--- config.mk ---
export PLATFORM = sky130hd
export DESIGN_NAME = imem_responder
export DESIGN_NICKNAME = d
export VERILOG_FILES = /design/src/rtl/cpu_types_pkg.sv /design/src/rtl/imem_responder_arbiter.sv /design/src/rtl/imem_responder.sv
export SDC_FILE = /design/constraint.sdc
export NUM_CORES = 1
export LEC_CHECK = 0
export BUFFER_PORTS_ARGS = -buffer_cell sky130_fd_sc_hd__buf_2
export CAP_MARGIN = 30
export CORE_ASPECT_RATIO = 1.25
export CORE_MARGIN = 2
export CORE_UTILIZATION = 48
export DETAILED_ROUTE_END_ITERATION = 10
export PLACE_DENSITY = 0.91
export SLEW_MARGIN = 20
export SYNTH_ARGS = -nofsm -noshare
export SYNTH_HDL_FRONTEND = slang
export SYNTH_HIERARCHICAL = 1
export SYNTH_SLANG_ARGS = --single-unit
--- constraint.sdc ---
create_clock -name CLK -period 4.2 [get_ports CLK]
set_input_delay 0.21 -clock CLK [delete_from_list [all_inputs] [get_ports CLK]]
set_output_delay 0.21 -clock CLK [all_outputs]
set_load 0.02 [all_outputs]
--- src/rtl/cpu_types_pkg.sv ---
// cpu_types_pkg: shared CPU word type, instruction-side controller states and limits
package cpu_types_pkg;

    typedef logic [31:0] word_t;

    typedef enum logic [1:0] {
        IDLE,
        FETCH,
        RESP
    } imemctl_state_t;

    localparam int CPUS_MAX = 8;

endpackage

--- src/rtl/imem_responder_arbiter.sv ---
// rr_arbiter: combinational round-robin pick of the first requester at or after ptr
module rr_arbiter
    import cpu_types_pkg::*;
#(
    parameter int N = 2,
    localparam int PW = (N > 1) ? $clog2(N) : 1
) (
    input  logic [N-1:0]  req,
    input  logic [PW-1:0] ptr,
    output logic [N-1:0]  gnt_oh,
    output logic [PW-1:0] gnt_idx,
    output logic          any
);

    logic [N-1:0]  at_or_after;
    logic [PW-1:0] lo_idx;
    logic [PW-1:0] hi_idx;

    // lowest requester overall (wrap case) and lowest requester at or after ptr
    always_comb begin
        at_or_after = '0;
        lo_idx      = '0;
        hi_idx      = '0;
        for (int i = N - 1; i >= 0; i--) begin
            at_or_after[i] = PW'(i) >= ptr;
            lo_idx         = req[i] ? PW'(i) : lo_idx;
            hi_idx         = (req[i] && PW'(i) >= ptr) ? PW'(i) : hi_idx;
        end
    end

    assign any     = |req;
    assign gnt_idx = |(req & at_or_after) ? hi_idx : lo_idx;
    assign gnt_oh  = any ? (N'(1) << gnt_idx) : '0;

endmodule

--- src/rtl/imem_responder.sv ---
// imem_responder: round-robin icache miss service over a single shared RAM read port
module imem_responder
    import cpu_types_pkg::*;
#(
    parameter int CPUS = 2
) (
    input  logic                CLK,
    input  logic                RST,
    input  logic [CPUS-1:0]     iREN,
    input  word_t [CPUS-1:0]    iaddr,
    output logic [CPUS-1:0]     iwait,
    output word_t [CPUS-1:0]    iload,
    output logic                ramREN,
    output word_t               ramaddr,
    input  word_t               ramload,
    input  logic                ramrdy
);

    localparam int PW = (CPUS > 1) ? $clog2(CPUS) : 1;

    if (CPUS < 1 || CPUS > CPUS_MAX) begin : g_bad_cpus
        $error("imem_responder: CPUS out of range");
    end

    imemctl_state_t state_q, state_d;
    logic [PW-1:0]  gnt_q, gnt_d;
    logic [PW-1:0]  rr_q, rr_d;
    word_t          addr_q, addr_d;
    word_t          data_q, data_d;
    logic [CPUS-1:0] arb_oh;
    logic [PW-1:0]  arb_idx;
    logic           arb_any;
    word_t          sel_addr;
    logic           hit;

    rr_arbiter #(.N(CPUS)) u_arb (
        .req     (iREN),
        .ptr     (rr_q),
        .gnt_oh  (arb_oh),
        .gnt_idx (arb_idx),
        .any     (arb_any)
    );

    // one-hot mux of the winning requester's address
    always_comb begin
        sel_addr = '0;
        for (int i = 0; i < CPUS; i++) begin
            sel_addr = sel_addr | (arb_oh[i] ? iaddr[i] : '0);
        end
    end

    // the returned word is only useful if the granted cache still wants that same address
    assign hit = (state_q == RESP) && iREN[gnt_q] && (iaddr[gnt_q] == addr_q);

    // next state: grant in IDLE, wait for RAM in FETCH, advance rr after RESP
    always_comb begin
        state_d = state_q;
        gnt_d   = gnt_q;
        rr_d    = rr_q;
        addr_d  = addr_q;
        data_d  = data_q;
        if (state_q == IDLE && arb_any) begin
            state_d = FETCH;
            gnt_d   = arb_idx;
            addr_d  = sel_addr;
        end
        if (state_q == FETCH && ramrdy) begin
            state_d = RESP;
            data_d  = ramload;
        end
        if (state_q == RESP) begin
            state_d = IDLE;
            rr_d    = (gnt_q == PW'(CPUS - 1)) ? '0 : gnt_q + 1'b1;
        end
    end

    // state and datapath registers; reset abandons any in-flight read
    always_ff @(posedge CLK) begin
        if (RST) begin
            state_q <= IDLE;
            gnt_q   <= '0;
            rr_q    <= '0;
            addr_q  <= '0;
            data_q  <= '0;
        end else begin
            state_q <= state_d;
            gnt_q   <= gnt_d;
            rr_q    <= rr_d;
            addr_q  <= addr_d;
            data_q  <= data_d;
        end
    end

    assign ramREN  = state_q == FETCH;
    assign ramaddr = addr_q;
    assign iload   = {CPUS{data_q}};
    assign iwait   = hit ? ~(CPUS'(1) << gnt_q) : '1;

endmodule

Word-level counts from Yosys, hierarchy flattened
Cells that the tools add are included.

$add $sub $neg: 1. $lt $le $gt $ge: 3. Equal/unequal tests: 3. Shift-type cells: 2. Multiplexer cells: 16. Bitwise operators: 3. Reductions and logical operators: 12.

Operators by type and width (count): $mux W32 (4); $eq A32 B32 Y1 (1); $or A32 B32 Y32 (1); $mux W1 (8); $mux W2 (4); $logic_and A1 B1 Y1 (6); $reduce_or A2 Y1 (3); $shl A1 B1 Y2 const A (2); $reduce_or A3 Y1 (1); $and A2 B2 Y2 (1); $eq A2 B1 Y1 const B (1); $eq A2 B2 Y1 const B (1); $ge A1 B1 Y1 const A (2); $logic_not A2 Y1 (1); $lt A1 B2 Y1 const B (1); $not A2 Y2 (1); $reduce_bool A2 Y1 (1); $add A1 B1 Y1 const B (1).

Bits in registers: 68. Output and inout port bits: 99. Logic and storage cells: 46.

Longest topological paths before layout
Depth in word-level cells: 9. Gate-level depth with buffers: 7. Gate-level depth less buffers: 5.

Cells and area by module
Netlist, hierarchy kept.

By module, submodules not included: imem_responder (instances 1, cells each 420, area an instance 3544.6 um^2); rr_arbiter (instances 1, cells each 5, area an instance 32.5 um^2).

Worst setup path after synthesis
OpenSTA, ideal clock, no wires.

Path type: reg-to-output. From: register gnt_q. To: output port iwait[0]. Arrival time: 1591 ps. Required time: 3990 ps. Slack: 2399 ps. Stages on the path, launching flop included: 8. Buffers on the path: 2. Cell sequence: dfxtp_1 -> buf_6 -> buf_8 -> mux2i_1 -> xor2_1 -> nand4_1 -> nor4_2 -> nand3_1.

Word-level cells in the longest chain between the ends: 5.

RTL lines: from (decl) (line imem_responder.sv:26) `logic [PW-1:0] gnt_q, gnt_d;`; from (signal assigned) (line imem_responder.sv:87) `gnt_q <= gnt_d;`; $mux W32 (implied by the code) / $mux W1 (equally long branches) (2 in series) (line imem_responder.sv:53) `assign hit = (state_q == RESP) && iREN[gnt_q] && (iaddr[gnt_q] == addr_q);`; $eq A32 B32 Y1 / $logic_and A1 B1 Y1 (equally long branches) (line imem_responder.sv:53); $logic_and A1 B1 Y1 (line imem_responder.sv:53); $mux W2 (*) (line imem_responder.sv:97) `assign iwait = hit ? ~(CPUS'(1) << gnt_q) : '1;`; to (decl) (line imem_responder.sv:11) `output logic [CPUS-1:0] iwait,`.

Mark *: on every way between the ends. The rest lies on a longest branch, timed or not. The select of a mux whose other input is x is not followed.

Final worst setup path
Ends and elaborated chain as after synthesis.

==> qor.yml <==
status: "complete, no violations"
fillers: 617
drv_cap: 0
drt-initial-drc-count: 108
ys_seq_elements: 68
ys_seq_area_share_pct: 38.06
wl_per_cell_um: 14.98
power_leakage_nw: 2.183
synth_nets: 526
internal_power_mw: 1.157
max_freq_mhz: 362.1
nets: 679
cts.reportedPaths.clkPinSlew_ps: 80
syn_inst: 425
slew_headroom_pct: 52.20
rows: 35
vdd_ir_drop_max_mv: 0.2173
min_path_type: "in2reg"
final-seq-area_um2: 1363
core_um2: 7313
synthToLayoutAreaGrowth_pct: 28.61
n_antenna_cell: 0
p_per_area_nw_per_um2: 373.3
setup_viol: 0
cts_setup_buffers: 0
dp.cells: 657
worstSetupStartpointType: "flop"
route.detailed.drc: 0
criticalPathCategory: "reg2out"
gp_congestion: 0.8878
synth_area_um2: 3577
place_ws_ps: 1654
layout.cells.non_filler: 674
cp_max_fo: 21
critical_path.endpoint_type: "output port"
rsz0062_at_grt: "no"
p_switching_mw: 0.5608
wirelength_um: 10100
die_w_um: 81.22
postCtsHoldBufs: 0
cts.sinks: 68
hold_ws_ps: 106.1
hpwlAfterDp_um: 7483
yosysWarnings: 6
dieArea_um2: 8163
cts_tree: "built"
cp.arrival_ps: 2550
multi_input_area_um2: 1823
grt_pass1_vias: 3311
dr_total_vias: 3645
cts_htree_levels: 3
die_h_um: 100.5
port_buffers: 199
layout-drive-gt1-share_pct: 39.18
required_ps: 3990
drt-pass1-iter-count: 4
start_util_pct: 48.91
finalHoldViolations: 0
grt_pass1_wl_um: 15190
synth.distinct_cells: 25
setup_ws_ps: 1438
grtUsageTotal_pct: 24.29
ctsResizeCount: 0
cts_max_path_buffers: 2
worstMarginPinSlew_ps: 717.1
totalPowerFinal_mw: 1.717
period_needed_ps: 2762
synth.avg_cell_area_um2: 8.417
vias_per_cell: 5.408
final_antenna_net_count: 0
skew_ps: 15.47
clock_latency_ps: 340
slew_viol_final: 0
cts_buffers: 9
antenna_found_initial: 0
ios: 200
tns_ps: 0
grt_max_degree: 69
swShare_pct: 32.65
cts_root_buf: "clkbuf_8"
seq_power_share_pct: 43.5
p_clk_share_pct: 30.7
pwr-share-comb_pct: 25.8
fin_crit_sh_pct: 65.76
overflow: 0
critical path, stage by stage (launching register included):
cell,delay [ps]
dfxtp_2,670
buf_16,240
mux2i_1,240
xor2_1,180
nand3_1,160
nor4_2,390
nand3_1,140
buf_2,190
Yosys cell counts, drive strengths merged:
cell,instances,share of area [%]
nand4,7,1.2
nand3,4,0.56
nor3b,2,0.42
nor3,1,0.14
nor2,39,4.1
clkbuf,20,2.1
nor4,2,0.70
a211oi,33,6.9
a21oi,34,4.8
a21boi,3,0.63
nand2,65,6.8
a22oi,32,6.7
buf,44,8.9
dfxtp,68,38
mux2i,32,9.0
nor2b,1,0.17
mux2,1,0.31
xor2,32,7.8
inv,3,0.31
or2,1,0.17
and2,1,0.17
flip-flops by register name (all words and copies together), names as in the netlist:
register,cells
data_q,32
gnt_q,1
ramaddr,32
rr_q,1
state_q,2
placed cells by master, fill, tap and decap left out, types with 2 or more instances in the layout:
cell type / instances
mux2i_1: 32
clkbuf_8: 10
a21boi_2: 2
nor2_1: 39
buf_4: 5
buf_16: 2
nand3_1: 4
a22oi_1: 32
inv_1: 3
nand2_1: 65
a21oi_1: 34
buf_2: 198
nand4_1: 7
dfxtp_1: 67
xor2_1: 32
nor4_2: 2
clkinv_2: 3
a211oi_1: 33
cell families after synthesis:
group / Yosys count / share of synthesized area, %
DFF: 68 / 38.06
xor gates and xnor gates: 32 / 7.835
and+or+nand+nor: 123 / 14.48
AOI/OAI and AO/OA: 102 / 19.03
buffers and inverters: 67 / 11.33
muxes: 33 / 9.269
per-stage QoR:
step | utilization (%) | instance area (um^2)
finish | 62.91 | 4601
global route | 62.91 | 4601
CTS | 62.16 | 4546
detailed placement | 59.56 | 4355
global placement | 59.32 | 4338
floorplan | - | 3577
worst paths after layout:
kind	startpoint	endpoint	slack, ps	cells after the start
min reg2reg	data_q[24]	data_q[24]	470	2
max	gnt_q	iwait[0]	1440	7
min	ramload[24]	data_q[24]	110	3
max reg2reg	rr_q	ramaddr[13]	2410	5
power by group through the flow:
stage	Clock, mW	Combinational [mW]	Sequential [mW]
6_report	0.527	0.444	0.747
4_1_cts	0.545	0.433	0.750
2_1_floorplan	0	0.239	0.809
5_1_grt	0.574	0.484	0.752
3_5_place_dp	0	0.431	0.765
3_3_place_gp	0	0.417	0.762
per-layer routing:
layer,GRT usage (%),vias up,share of wire [%]
li1,-,1764,-
met1,24.63,1644,36
met2,42.34,213,51
met3,8.871,24,9.8
met4,13.69,0,3.1
met5,0,-,0
final cells by class:
| cell class | instances | share of cell area (%) |
|---|---|---|
| clock inverter | 5 | 1.142 |
| multi-input combinational | 290 | 39.62 |
| timing repair buffer | 206 | 23.88 |
| clock buffer | 10 | 2.992 |
| tap | 92 | 2.502 |
| inverter | 3 | 0.2448 |
| sequential | 68 | 29.62 |
Power figures use the tool's default switching activity.
